`src/rtl/neuron_mac_q88_pkg.sv`:
```
// Shared Q8.8 fixed-point constants and MAC controller state encoding,
// also used by the PWL tanh stages.
package neuron_mac_q88_pkg;

  localparam int Q_FRAC     = 8;
  localparam int Q_MAX      = 32767;
  localparam int Q_MIN      = -32768;
  localparam int ROUND_HALF = 128;

  typedef enum logic [1:0] {
    ST_IDLE = 2'd0,
    ST_ACC  = 2'd1,
    ST_DONE = 2'd2
  } mac_state_t;

endpackage

```
`src/rtl/neuron_mac_q88_round_sat.sv`:
```
// Converts a Q(ACC_W-16).16 accumulator to Q8.8:
// round-half-up, arithmetic shift, then clamp to the 16-bit signed range.
module q88_round_sat
  import neuron_mac_q88_pkg::*;
#(
  parameter int unsigned ACC_W = 40
) (
  input  logic signed [ACC_W-1:0] acc,
  output logic signed [15:0]      y
);

  logic signed [ACC_W-1:0] rounded;
  logic signed [ACC_W-1:0] shifted;

  assign rounded = acc + ACC_W'(ROUND_HALF);
  assign shifted = rounded >>> Q_FRAC;

  always_comb begin
    if (shifted > ACC_W'(Q_MAX)) begin
      y = 16'sh7FFF;
    end else if (shifted < ACC_W'(Q_MIN)) begin
      y = 16'sh8000;
    end else begin
      y = shifted[15:0];
    end
  end

endmodule

```
`src/rtl/neuron_mac_q88.sv`:
```
// Q8.8 neuron multiply-accumulate: bias plus N_INPUTS streamed x*w products,
// producing a rounded, saturated Q8.8 pre-activation with a one-cycle valid pulse.
module neuron_mac_q88
  import neuron_mac_q88_pkg::*;
#(
  parameter int unsigned N_INPUTS = 8,
  parameter int unsigned ACC_W    = 40
) (
  input  logic               clk,
  input  logic               rst,
  input  logic               start,
  input  logic signed [15:0] bias,
  input  logic               in_valid,
  output logic               in_ready,
  input  logic signed [15:0] x_in,
  input  logic signed [15:0] w_in,
  output logic               busy,
  output logic               valid_out,
  output logic signed [15:0] y_out
);

  localparam int unsigned CW = (N_INPUTS > 1) ? $clog2(N_INPUTS) : 1;

  mac_state_t              state_q, state_d;
  logic signed [ACC_W-1:0] acc_q;
  logic signed [ACC_W-1:0] acc_sum;
  logic [CW-1:0]           count_q;
  logic signed [31:0]      prod;
  logic signed [15:0]      y_rs;
  logic                    accept;
  logic                    last;

  assign prod    = x_in * w_in;
  assign acc_sum = acc_q + {{(ACC_W-32){prod[31]}}, prod};
  assign accept  = in_valid && in_ready;
  assign last    = (count_q == CW'(N_INPUTS - 1));

  // Rounds the sum including the final product, so y_out is ready in the DONE cycle.
  q88_round_sat #(.ACC_W(ACC_W)) u_round_sat (
    .acc (acc_sum),
    .y   (y_rs)
  );

  always_ff @(posedge clk) begin
    if (rst) begin
      state_q <= ST_IDLE;
    end else begin
      state_q <= state_d;
    end
  end

  always_comb begin
    state_d  = state_q;
    in_ready = 1'b0;
    busy     = 1'b1;
    unique case (state_q)
      ST_IDLE: begin
        busy = 1'b0;
        if (start) state_d = ST_ACC;
      end
      ST_ACC: begin
        in_ready = 1'b1;
        if (accept && last) state_d = ST_DONE;
      end
      ST_DONE: state_d = ST_IDLE;
      default: state_d = ST_IDLE;
    endcase
  end

  always_ff @(posedge clk) begin
    if (rst) begin
      acc_q     <= '0;
      count_q   <= '0;
      valid_out <= 1'b0;
      y_out     <= '0;
    end else begin
      valid_out <= 1'b0;
      case (state_q)
        ST_IDLE: begin
          if (start) begin
            acc_q   <= {{(ACC_W-24){bias[15]}}, bias, 8'h00};
            count_q <= '0;
          end
        end
        ST_ACC: begin
          if (accept) begin
            acc_q   <= acc_sum;
            count_q <= count_q + 1'b1;
            if (last) begin
              y_out     <= y_rs;
              valid_out <= 1'b1;
            end
          end
        end
        default: ;
      endcase
    end
  end

endmodule
```
`config.mk`:
```
export PLATFORM = sky130hd
export DESIGN_NAME = neuron_mac_q88
export DESIGN_NICKNAME = d
export VERILOG_FILES = /design/src/rtl/neuron_mac_q88_pkg.sv /design/src/rtl/neuron_mac_q88_round_sat.sv /design/src/rtl/neuron_mac_q88.sv
export SDC_FILE = /design/constraint.sdc
export NUM_CORES = 1
export LEC_CHECK = 0
export ABC_AREA = 1
export BUFFER_PORTS_ARGS = -buffer_cell sky130_fd_sc_hd__buf_2
export CORE_ASPECT_RATIO = 0.8
export CORE_MARGIN = 2
export CORE_UTILIZATION = 31
export CTS_BUF_LIST = sky130_fd_sc_hd__clkbuf_16
export CTS_CLUSTER_DIAMETER = 200
export DETAILED_ROUTE_END_ITERATION = 16
export PLACE_DENSITY = 0.56
export SYNTH_ARGS = -nofsm -noshare
export SYNTH_HDL_FRONTEND = slang
export SYNTH_HIERARCHICAL = 1
export SYNTH_SLANG_ARGS = --single-unit
```
`constraint.sdc`:
```
create_clock -name clk -period 22.9 [get_ports clk]
set_input_delay 1.145 -clock clk [delete_from_list [all_inputs] [get_ports clk]]
set_output_delay 1.145 -clock clk [all_outputs]
set_load 0.01 [all_outputs]
```
==> metrics.txt, run 1 <==
Min Clock Period, post-route 10.69 ns; Yosys warning count 6; nets@finish just over 3k; Setup Buffers After CTS 0; Hold Path End y_out[2]; R2R setup slack between 15 and 20 ns; Hold Slack around 0.46 ns; GR Util All Layers 0.1817; Critical Path AT 10.90 ns; Via Count about 15k; hold bufs inserted after CTS 0; Root Driver clkbuf_16; synth top area cells fa_1, nand2_1, inv_1; Worst-path clk slew 0.06 ns; CTS Buffer Depth 2; clock tree sinks 62; post-synthesis mux area share 0; Worst Tran Pin Value approximately 0.93 ns; Slowest-stage cell, CP fa_1; post-route clock period utilization 0.4667; ys async rst share 0; clock latency on the worst-skew pair roughly 0.36 ns; htree depth 3; HPWL after detailed placement between 40000 and 50000 µm; die area between 50000 and 60000 µm²; most common library cells after synthesis nand2_1, inv_1, fa_1, nor2_1, ha_1; max-cap viol count 0; worst r2r src acc_q[0]; critical path's top delay family adder cells; initial core utilization 0.3154; 1st-iter DRT viols ~1.4k; WL final about 51000 µm; critical path type input pin to register; Rel. slew slack 0.3757; R2R Path End y_out[8]; GPL Wtd Cong roughly 0.96; Layout Cells excl Fill ~3.4k; share of layout cells above drive strength 1 0.06066; pre-CTS setup slack around 12 ns; largest area contributor in the netlist fa_1; synthesized instance count 2615; Cell variety after synth 50; ANT nets after route 0; PostCTS Resize Cnt 0; Post-Synth XOR/XNOR Area 0.03274; die height 216.5 µm; crit path buf inv count 6; Seq cells post-synth slightly above 60; Critical Path End Type register; Residual DRC 0; Top FF cell, synth dfxtp_1; Post-synth EDFFs 0; Avg Synthesized Cell Area between 6 and 7 µm²; most common cell in the synthesized netlist nand2_1; fmax just over 0.09 GHz; cts bufs inserted 9; Synth Cell Area roughly 18000 µm²; RSZ-0062 raised after global routing false; Crit path top cell by count nand2_1; Syn Nets around 3.1k; Placed Cells incl. Taps ~3.4k; Compound-Gate Fraction of Synth Area 0.07299; ANT cells 0; Core Region 55490 µm²; initial antenna violation count 0; vias in the first global route approximately 16k; die width between 200 and 300 µm; Setup TNS Final 0 ns; Layout area overhead 7.550%; reg2reg path depth 20; final setup fails 0; PortBufs 70; Synth Area in Adders 0.3923; PnR worst setup slack ~12 ns; GRT overflow 0; largest net degree at the start of global routing 46; Synth Area in Simple Gates 0.2700; Worst path max stage delay roughly 0.95 ns; Final Slew Violations 0; CTS tree built; Pre-antenna DRT Iters 5; I/O Pins between 70 and 80; Worst Path Required approximately 23 ns; clock skew 0.01011 ns; Max FO, Critical Path 16; Hold Vio Cnt, Final 0; status completed; row count a little under 80; Routed WL per cell roughly 15 µm; Seq/Total Area, Yosys 0.07092; post-synth top area share 0.3008; Hold WC Path Type register to register; via/cell ratio between 4 and 5; Worst setup SP type input pin; min-delay src y_out[2]; Hold Crit Depth 2; first-pass GRT wire length roughly 85000 µm; main combinational cell family by area after synthesis adder cells
-- through the flow --
| step | util | cell area (µm²) |
|---|---|---|
| after floorplan | - | 17500 |
| after global placement | 0.3330 | 18480 |
| after detailed placement | 0.3330 | 18480 |
| after CTS | 0.3392 | 18820 |
| after global routing | 0.3392 | 18820 |
| final | 0.3392 | 18820 |
-- worst reg2reg max path, delay by kind of cell (launching register included) --
family,cells,cell delay (ns)
flip-flops,1,0.33
AO/OA/AOI/OAI,3,0.58
adder cells (fa/ha/maj),2,0.72
AND/OR/NAND/NOR,13,2.27
XOR/XNOR,1,0.56
buffers and inverters,1,0.07
-- kinds of logic (layout without fill, tap and decap cells) --
group                      Yosys count  after routing
and+or+nand+nor                   1130           1130
buffers and inverters              744            750
adders and majority gates          391            391
AOI/OAI and AO/OA                  226            226
xor gates and xnor gates            62             62
DFF                                 62             62
-- cells in the final DEF, fill, tap and decap left out, types with 9 or more instances in the layout --
cell type / instances
a21oi_1: 117
fa_1: 263
nor2_1: 173
nand3b_1: 16
nand2_2: 15
xnor2_1: 27
inv_2: 9
ha_1: 128
clkbuf_16: 9
nand2_1: 742
o21ai_0: 46
nor3_1: 17
buf_2: 70
a31oi_1: 13
nand4_1: 18
xor2_1: 31
nor2_2: 11
and2_1: 18
dfxtp_1: 62
inv_1: 652
o21bai_1: 13
nand3_1: 97
-- worst max-delay path by stage --
stage / slack [ns] / to / cells after the start / startpoint
floorplan: 13.51 / y_out[5] / 47 / w_in[5]
global placement: 11.83 / y_out[0] / 42 / x_in[15]
detailed placement: 11.92 / y_out[0] / 42 / x_in[15]
CTS: 12.26 / y_out[0] / 42 / x_in[15]
global route: 11.36 / y_out[5] / 42 / x_in[15]
finish: 12.21 / y_out[8] / 42 / x_in[15]
-- routing by layer --
layer	vias to the layer above	GRT usage	wire [µm]
li1	7704	-	-
met1	7308	0.2721	25390
met2	449	0.2781	21190
met3	34	0.02881	3584
met4	0	0.02963	580
met5	-	0	0
-- layout make-up --
class | instances | area (µm²)
Fill cell | 6186 | 36670
Timing Repair Buffer | 73 | 372.9
Sequential cell | 62 | 1241
Multi-Input combinational cell | 1809 | 13440
Tap cell | 750 | 938.4
Clock buffer | 9 | 225.2
Clock inverter | 7 | 121.4
Inverter | 661 | 2481
-- flip-flops by register name, summed over array words and instances, names as in the netlist --
register,count
acc_q,40
y_out,16
count_q,3
state_q,2
valid_out,1
Power of run 1 is not shown: default switching activity piles up to over one toggle a cycle in this logic, so the estimate is an artifact.
==> run 2, diff against run 1 <==
==> constraint.sdc (replaced) <==
create_clock -name clk -period 10.1 [get_ports clk]
set_input_delay 0.505 -clock clk [delete_from_list [all_inputs] [get_ports clk]]
set_output_delay 0.505 -clock clk [all_outputs]
set_load 0.01 [all_outputs]
==> run 2 against run 1 <==
Compared with the run above:
- wire length grew 1.1%
- design area grew 1.0%
- flip-flop and latch count is the same
- die area is the same
- sequential share of layout area shrank 0.069 points
- critical path type unchanged
- critical endpoint is now y_out[11]
- worst setup slack lost 12 ns
- global-route usage grew 0.16 points
- register-to-register slack lost 13 ns
- non-clock buffer count grew 34
- via count grew 1.2%
- utilization grew 0.36 points
- critical path depth shrank 1
==> metrics.txt, run 2 (synthesis gave the netlist of run 1 again) <==
GPL Wtd Cong 0.9296 (-3.2%); pre-CTS setup slack 0.2146 ns (-11.71 ns); Final Slew Violations 0 (unchanged); PortBufs 70 (unchanged); initial core utilization 0.3154 (unchanged); Via Count 15.68k (+1.2%); Worst Tran Pin Value 0.9284 ns (-0.005461 ns); largest net degree at the start of global routing 46 (unchanged); Layout area overhead 8.679%; crit path buf inv count 7 (+1); Placed Cells incl. Taps 3389 (+1.0%); ANT nets after route 0 (unchanged); Worst Path Required 10.38 ns (-12.73 ns); htree depth 3 (unchanged); most frequent cells in the layout nand2_1, inv_1, fa_1; WL final 51320 µm (+1.1%); final setup fails 0 (unchanged); post-route clock period utilization 0.9337; first-pass GRT wire length 85630 µm (+1.3%); CTS Buffer Depth 2 (unchanged); die height 216.5 µm (unchanged); Core Region 55490 µm² (unchanged); initial antenna violation count 1 (+1); final core area utilization 0.3428 (+0.003562); Residual DRC 0 (unchanged); share of layout cells above drive strength 1 0.07345 (+0.01278); critical path's top delay family adder cells; via/cell ratio 4.605 (+0.18%); Max FO, Critical Path 15 (-1); clock latency on the worst-skew pair 0.36 ns (about the same); Crit path top cell by count nand2_1; top flop regs acc_q: 40 flops, y_out: 16 flops, count_q: 3 flops; PnR worst setup slack 0.6699 ns (-11.54 ns); Top reg by flops acc_q; Rel. slew slack 0.3794 (+0.003650); GRT overflow 0 (unchanged); cts bufs inserted 9 (unchanged); Hold WC Path Type input pin to register; Min Clock Period, post-route 9.430 ns; I/O Pins 71 (unchanged); Critical Path End Type register; CTS tree built; die width 269.7 µm (unchanged); die area 58390 µm² (unchanged); GR Util All Layers 0.1833 (+0.001597); Slowest-stage cell, CP fa_1; clock skew 0.01379 ns (+0.003678 ns); Worst-path clk slew 0.07 ns (about the same); Worst setup SP type input pin; fmax approximately 0.11 GHz; Hold Vio Cnt, Final 0 (unchanged); Worst path max stage delay 0.66 ns (-0.29 ns); most common cell after layout, fill and taps aside nand2_1; RSZ-0062 raised after global routing false; max-cap viol count 0 (unchanged); critical path type input pin to register; Layout Cells excl Fill 3406 (+1.0%); Largest register FFs 40 (unchanged); Setup Buffers After CTS 0 (unchanged); status completed; nets@finish 3093 (+1.1%); 1st-iter DRT viols 1166 (-18%); Pre-antenna DRT Iters 8 (+3); clock tree sinks 62 (unchanged); Routed WL per cell 15.07 µm (about the same); vias in the first global route 15.90k (+1.5%); row count 77 (unchanged); Setup TNS Final 0 ns (unchanged); Root Driver clkbuf_16; HPWL after detailed placement 43520 µm (+2.1%); Critical Path AT 9.71 ns (-1.19 ns)
[run 2: cell types whose count changed in the layout (fill, tap and decap cells not counted), sizes merged]
| cell | previous run | this run |
|---|---|---|
| buf | 73 | 107 |
| bufinv | 3 | 0 |
| clkinvlp | 0 | 2 |
| inv | 662 | 663 |
| diode | 0 | 1 |
[run 2: cell type report]
| type | instances | area, µm² |
|---|---|---|
| Antenna cell | 1 | 2.502 |
| Clock buffer | 9 | 225.2 |
| Inverter | 661 | 2481 |
| Fill cell | 6210 | 36470 |
| Timing Repair Buffer | 107 | 628.1 |
| Sequential cell | 62 | 1241 |
| Tap cell | 750 | 938.4 |
| Multi-Input combinational cell | 1809 | 13460 |
| Clock inverter | 7 | 41.29 |
[run 2: tightest hold or removal path, delay by kind of cell]
family	cells	cell delay, ns
buf+inv	1	0.10
simple gates	1	0.06
compound gates	1	0.08
[run 2: path summary, 6_finish.rpt]
check | start | to | slack (ns) | cells past startpoint
max | w_in[6] | y_out[11] | 0.67 | 41
min | bias[7] | acc_q[15] | 0.44 | 3
max reg2reg | acc_q[0] | y_out[11] | 5.53 | 21
min reg2reg | y_out[5] | y_out[5] | 0.46 | 2
[run 2: timing repair]
action / 4_1_cts / 5_1_grt
endpoints found under the setup margin: 0 / 15
hold buffers: 0 / 0
gates resized for setup: 0 / 5
[run 2: stage by stage]
| step | hold slack, ns | instance area [µm²] |
|---|---|---|
| 5_1_grt | 0.4559 | 19020 |
| 4_1_cts | 0.4300 | 19000 |
| 3_3_place_gp | 0.4538 | 18730 |
| 3_5_place_dp | 0.4538 | 18730 |
| 2_1_floorplan | 0.4453 | 17500 |
| 6_report | 0.4353 | 19020 |
[run 2: per-layer routing]
layer | vias up | GRT usage | wire length [µm]
met2 | 434 | 0.2827 | 21370
met5 | - | 0 | 0
met3 | 28 | 0.02981 | 3760
met4 | 0 | 0.02574 | 439
met1 | 7448 | 0.2738 | 25750
li1 | 7774 | - | -
Power of run 2 is left out for the same reason.
==> run 3, diff against run 2 <==
--- a/config.mk
+++ b/config.mk
@@ -8,12 +8,11 @@
 export ABC_AREA = 1
 export BUFFER_PORTS_ARGS = -buffer_cell sky130_fd_sc_hd__buf_2
 export CORE_ASPECT_RATIO = 0.8
-export CORE_MARGIN = 2
 export CORE_UTILIZATION = 31
 export CTS_BUF_LIST = sky130_fd_sc_hd__clkbuf_16
 export CTS_CLUSTER_DIAMETER = 200
 export DETAILED_ROUTE_END_ITERATION = 16
-export PLACE_DENSITY = 0.56
+export PLACE_DENSITY = 0.57
 export SYNTH_ARGS = -nofsm -noshare
 export SYNTH_HDL_FRONTEND = slang
 export SYNTH_HIERARCHICAL = 1
==> constraint.sdc (replaced) <==
create_clock -name clk -period 8.66 [get_ports clk]
set_input_delay 0.433 -clock clk [delete_from_list [all_inputs] [get_ports clk]]
set_output_delay 0.433 -clock clk [all_outputs]
set_load 0.01 [all_outputs]
==> run 3 against run 2 <==
Compared with the run above:
- global-route usage increased by 1.5 points
- wire length increased by 9.6%
- via count increased by 12%
- utilization increased by 10 points
- hold slack got worse by 0.072 ns
- die area decreased by 1.7%
- critical path depth increased by 14
- register-to-register slack got worse by 1.5 ns
- critical path type unchanged
==> metrics.txt, run 3 (synthesis gave the netlist of run 1 again) <==
via/cell ratio 4.552 (-1.2%); most frequent cells in the layout nand2_1, inv_1, buf_4; Hold Vio Cnt, Final 0 (unchanged); CTS Buffer Depth 2 (unchanged); ANT cells 0 (-1); Routed WL per cell 14.62 µm (-3.0%); Rel. slew slack 0.3937 (+0.01433); PnR worst setup slack 0.2744 ns (-0.3955 ns); hold bufs inserted after CTS 0 (unchanged); Metal-1 WL 28380 µm (+10%); largest net degree at the start of global routing 46 (unchanged); nets@finish 3536 (+14%); most common cell after layout, fill and taps aside nand2_1; PortBufs 70 (unchanged); GRT overflow 0 (unchanged); Hold WC Path Type input pin to register; Worst Tran Pin Value 0.9069 ns (-0.02144 ns); Layout area overhead 40.70%; max-cap viol count 0 (unchanged); WL met3 3767 µm (+0.19%); Worst-path clk slew 0.07 ns (about the same); top flop regs acc_q: 40 flops, y_out: 16 flops, count_q: 3 flops; Largest register FFs 40 (unchanged); die width 267.7 µm (-0.74%); Setup TNS Final 0 ns (unchanged); GR Util All Layers 0.1987 (+0.01540); HPWL after detailed placement 46520 µm (+6.9%); Critical Path End Type register; status completed; Top reg by flops acc_q; initial antenna violation count 0 (-1); CTS tree built; Worst path max stage delay 0.55 ns (-0.11 ns); Highest Signal Layer met4; 1st-iter DRT viols 1232 (+5.7%); Core Region 55490 µm² (unchanged); Min Clock Period, post-route approximately 8.4 ns; die area 57420 µm² (-1.7%); Worst setup SP type input pin; vias in the first global route 17.36k (+9.1%); RSZ-0062 raised after global routing true; Slowest-stage cell, CP fa_2; Final Slew Violations 0 (unchanged); pre-CTS setup slack -1.003 ns (-1.217 ns); fmax 0.1193 GHz; final core area utilization 0.4437 (+0.1010); I/O Pins 71 (unchanged); GPL Wtd Cong 0.9618 (+3.5%); clock tree sinks 62 (unchanged); cts bufs inserted 9 (unchanged); met2 wire len 23580 µm (+10%); first-pass GRT wire length 90490 µm (+5.7%); Root Driver clkbuf_16; WL final 56260 µm (+9.6%); htree depth 3 (unchanged); Worst Path Required 8.88 ns (-1.50 ns); die height 214.5 µm (-0.92%); share of layout cells above drive strength 1 0.3286 (+0.2552); ANT nets after route 0 (unchanged); critical path type input pin to register; Via Count 17.52k (+12%); Residual DRC 0 (unchanged); clock latency on the worst-skew pair 0.36 ns (about the same); row count 77 (unchanged); final setup fails 0 (unchanged); Crit path top cell by count nand2_1; Max FO, Critical Path 8 (-7); Pre-antenna DRT Iters 5 (-3); initial core utilization 0.3154 (unchanged); post-route clock period utilization 0.9683; Critical Path AT 8.60 ns (-1.11 ns); clock skew 0.01246 ns (-0.001335 ns)
-- run 3: path summary, 6_finish.rpt --
| path | startpoint | to | slack (ns) | cells after the start |
|---|---|---|---|---|
| worst min register to register | y_out[5] | y_out[5] | 0.46 | 2 |
| worst max-delay path | w_in[6] | y_out[10] | 0.27 | 55 |
| worst max register to register | acc_q[0] | y_out[10] | 4.07 | 29 |
| worst min-delay path | bias[5] | acc_q[13] | 0.36 | 3 |
-- run 3: timing repair --
action,in CTS,in global routing
setup endpoints to repair,16,16
cloned,2,3
pin swaps,33,258
gates resized for setup,106,447
setup buffers,18,47
-- run 3: cell type report --
cell class	instances	area, µm²
clock buffers	9	225.2
clock inverters	7	65.06
fillers	5728	30870
inverters	661	2490
multi-input cells	1809	15220
flip-flops and latches	62	1241
well taps	750	938.4
repair buffers	549	4434
repair inverters	1	7.507
-- run 3: critical path, delay by kind of cell --
kind                     cells  cell delay, ns
adder cells (fa/ha/maj)      8            3.61
buffers and inverters       16            1.60
XOR/XNOR                     1            0.14
AO/OA/AOI/OAI                5            0.54
AND/OR/NAND/NOR             25            2.28
-- run 3: per-layer routing --
| layer | up-vias | track usage |
|---|---|---|
| met2 | 398 | 0.2948 |
| li1 | 8659 | - |
| met4 | 0 | 0.02362 |
| met5 | - | 0 |
| met1 | 8424 | 0.3045 |
| met3 | 34 | 0.03560 |
-- run 3: per-stage QoR --
step	instance area [µm²]	instances	hold slack [ns]
after floorplan	17500	2615	0.4453
after global placement	21690	3764	0.4544
after detailed placement	21690	3764	0.4533
after CTS	22530	3799	0.3587
after global routing	24620	3848	0.3652
final	24620	3848	0.3629
Power of run 3 is left out for the same reason.
